### config.mk
export PLATFORM = sky130hd
export DESIGN_NAME = reg_file
export DESIGN_NICKNAME = d
export VERILOG_FILES = /design/src/rtl/reg_file.sv
export SDC_FILE = /design/constraint.sdc
export NUM_CORES = 2
export LEC_CHECK = 0
export ABC_AREA = 1
export CAP_MARGIN = 10
export CORE_ASPECT_RATIO = 1.25
export CORE_MARGIN = 4
export CORE_UTILIZATION = 55
export DETAILED_ROUTE_END_ITERATION = 16
export PLACE_DENSITY_LB_ADDON = 0.12
export SETUP_SLACK_MARGIN = 0.1
export SLEW_MARGIN = 15
export SYNTH_ARGS = -nofsm -noshare
export SYNTH_HDL_FRONTEND = slang
export SYNTH_SLANG_ARGS = --single-unit
### constraint.sdc
create_clock -name clk -period 14.3 [get_ports clk]
set_input_delay 4.29 -clock clk [delete_from_list [all_inputs] [get_ports clk]]
set_output_delay 4.29 -clock clk [all_outputs]
set_load 0.02 [all_outputs]
### src/rtl/reg_file.sv
// reg_file: RV32 integer register file, 32 x 32 bits.
// Two combinational read ports and one synchronous write port.
// Register x0 is hardwired to zero.
//
// Ports:
//   clk    - system clock; all state changes on the rising edge
//   rst    - synchronous, active-high reset; clears x1..x31 and drops a write in the same cycle
//   RegWEn - write enable for the write port
//   rs1    - read address, port 1
//   rs2    - read address, port 2
//   rsW    - write address; a write to x0 is ignored
//   dataW  - write data
//   data1  - read data for rs1; 0 when rs1 is 0
//   data2  - read data for rs2; 0 when rs2 is 0
module reg_file #(
  parameter int unsigned DATA_WIDTH = 32,
  parameter int unsigned ADDR_WIDTH = 5,
  parameter int unsigned NUM_REGS   = 32
) (
  input  logic                  clk,
  input  logic                  rst,
  input  logic                  RegWEn,
  input  logic [ADDR_WIDTH-1:0] rs1,
  input  logic [ADDR_WIDTH-1:0] rs2,
  input  logic [ADDR_WIDTH-1:0] rsW,
  input  logic [DATA_WIDTH-1:0] dataW,
  output logic [DATA_WIDTH-1:0] data1,
  output logic [DATA_WIDTH-1:0] data2
);

  // Only x1..x(NUM_REGS-1) hold state; x0 has no storage.
  logic [DATA_WIDTH-1:0] regs [1:NUM_REGS-1];

  // Reset has priority over the write; a write to x0 matches no entry.
  always_ff @(posedge clk) begin
    for (int unsigned i = 1; i < NUM_REGS; i++) begin
      if (rst) begin
        regs[i] <= '0;
      end else if (RegWEn && (rsW == ADDR_WIDTH'(i))) begin
        regs[i] <= dataW;
      end
    end
  end

  // Unbypassed combinational reads; x0 forced to zero so no X escapes before reset.
  always_comb begin
    data1 = '0;
    data2 = '0;
    if (rs1 != '0) data1 = regs[rs1];
    if (rs2 != '0) data2 = regs[rs2];
  end

endmodule

==> results.yml <==
synth:
  synth.area.top_cells: "edfxtp_1 53%, nand2_1 16%, nor2_1 12%, nand3_1 6.5%, o21ai_0 2.5%"
  syn_inst: 7345
  synth_xor_area_share_pct: 0
  synthAdderAreaFrac_pct: 0
  synth_compound_area_share_pct: 5.03
  yosys.area_share.simple_pct: 34.4
  syn_nets: 7395
  yosysUniqueCellTypes: 24
  synth_mux_area_share_pct: 0
  synth_top_family_by_area: "simple AND/OR/NAND/NOR gates"
  syn-cell-area_mm2: 0.0560
  yosys_register_bits: 992
  yosysWarnings: 0
  syn-mean-instance-area_um2: 7.62
  ys_seq_area_share_pct: 53.2
  synth_top_cell_by_area: "edfxtp_1"
  synth_top_cell_area_share_pct: 53.2
critical_path:
  criticalPathCategory: "in -> out"
  cp-start-kind: "primary input"
  required_ps: 10010
  crit_chain: "buf_8, inv_6, nand2_1, inv_2, buf_4, nand2_1, nand3_1, nor2_1, nand2_1, nand2_1, nor2_1, clkdlybuf4s50_1"
  critPathMaxFanout: 78
  cp_top_family: "buffers and inverters"
  cp_slowest_cell: "inv_2"
  endpoint_kind: "output port"
  path_buf_inv: 5
  worstPathArrival_ps: 8550
  cpMostUsedCell: "nand2_1"
  critPathMaxStageDelay_ps: 940
floorplanning:
  die_x_um: 293
  dieHeight_um: 365
  core_mm2: 0.101
  dieArea_mm2: 0.107
  row_count: 130
  start_util_pct: 55.6
  io_pins: 114
timing:
  fin_ws_ps: 1460
  hold_viol: 0
  timing.hold.ws_ps: 4590
  fmax_ghz: 0.0779
  min_period_ps: 12840
  slew_headroom_pct: 14.4
  drv_slew: 0
  rsz0062_at_grt: "false"
  max_slew.worst_pin.slew_ps: 1280
  finalSetupTns_ps: 0
  setup-violations-final: 0
  fin_crit_sh_pct: 89.8
grt:
  first_global_vias: 49000
  track_usage_pct: 38.4
  grt_pass1_wl_um: 307000
  antenna_found_initial: 1
  grt_max_degree: 217
  grt-ovfl-total: 0
cells_and_area:
  stdcell_count: 8490
  largest_register_ffs: 992
  regMostFlops: "regs"
  reg.largest.list: "regs: 992 flops"
  area_growth_syn_to_layout_pct: 8.24
  fillers: 8889
  fin_nets: 7137
  drive_above_1_share_pct: 4.90
  utilization_pct: 60.2
placement:
  port_buffers: 113
  dpl.cell_count: 8306
  gp_congestion: 0.883
  hpwl_um: 111000
  place_ws_ps: 1710
power_and_ir_drop:
  ir_drop_v: 0.0000907
  power_leakage_nw: 25.6
  pwr_density_cell_mw_per_mm2: 117
detailed_routing:
  totalWireLength_um: 211000
  vias_per_cell: 6.16
  vias: 52300
  drc: 0
  drtIter0Drc: 8144
  antenna_left: 0
  firstDrtPassIters: 7
  post_drt_wl_per_cell_um: 24.9
clock_network:
  cts_made_buffers: 99
  holdBufCountCts: 0
  clk_pin_slew_worst_paths_ps: 60
  postCtsSetupBuffers: 0
  clockBufferDepth: 3
  clock-sinks: 992
  cts_tree: "built"
  cts-root-buf: "clkbuf_16"
  h-tree-depth: 3
  ctsResizeCount: 0
status:
  status: "complete, no violations"
hold_path:
  hp-class: "in -> reg"
job:
  maxCapViolCount: 0
## placed cells by master, fill, tap and decap left out, types with 8 or more instances in the layout
cell type           n
edfxtp_1          992
clkbuf_16         105
nand2_1          2419
clkdlybuf4s50_1   103
inv_1             302
nor2_1           1720
o21ai_1            57
nand3_2            31
clkinv_1           32
a21oi_1           221
nand3_1           692
buf_4             116
clkinv_2           22
o21ai_0           251
clkbuf_1           22
buf_12             12
nand2_2             8
o21ai_4            24
## cell families (layout without fill, tap and decap cells)
group / count (synthesis) / after routing
AO/OA/AOI/OAI: 559 / 559
buffers and inverters: 915 / 739
flip-flops: 992 / 992
other: 0 / 1
AND/OR/NAND/NOR: 4879 / 4879
## final timing paths
| kind | startpoint | endpoint | slack [ps] | cells past startpoint |
|---|---|---|---|---|
| worst max-delay path | rs1[1] | data1[16] | 1460 | 12 |
| worst min-delay path | dataW[21] | regs[30][21]$_SDFFCE_PN0P_ | 4590 | 4 |
## metrics by stage
| step | cell area [µm²] | total power, mW |
|---|---|---|
| floorplan | 56000 | 4.11 |
| global placement | 57400 | 4.47 |
| detailed placement | 57500 | 4.49 |
| CTS | 60600 | 7.01 |
| global route | 60600 | 7.25 |
| finish | 60600 | 7.06 |
## cells in the mapped netlist (all sizes together)
| library cell | number |
|---|---|
| o21ai | 332 |
| clkbuf | 254 |
| nand2 | 2428 |
| nand4 | 1 |
| clkinv | 2 |
| nor3 | 1 |
| nor2 | 1725 |
| buf | 343 |
| edfxtp | 992 |
| a21oi | 221 |
| inv | 316 |
| nand3 | 724 |
| o211ai | 6 |
## report_power, final
group	total, mW	internal, mW	switching [mW]	leakage (nW)
Sequential	3.44	3.36	0.0760	9.46
Clock	2.59	1.44	1.15	1.54
Combinational	1.03	0.272	0.760	14.6
## layout make-up
| cell class | instances | area (µm²) | area share, % |
|---|---|---|---|
| clock inverter | 56 | 408 | 0.673 |
| tap | 1320 | 1650 | 2.73 |
| antenna | 1 | 2.50 | 0.00413 |
| multi-input combinational | 5438 | 22600 | 37.2 |
| timing repair buffer | 238 | 2220 | 3.66 |
| sequential | 992 | 29800 | 49.2 |
| inverter | 318 | 1240 | 2.05 |
| clock buffer | 127 | 2710 | 4.47 |
## routing by layer
metal / up-vias / track usage, % / part of all wire, %
met5: - / 0 / 0.0062
met4: 2 / 21.5 / 6.5
met3: 866 / 9.24 / 14
met2: 4054 / 59.3 / 44
met1: 24300 / 50.1 / 35
li1: 23100 / - / -
No activity file was read; power rests on OpenSTA's default activity.
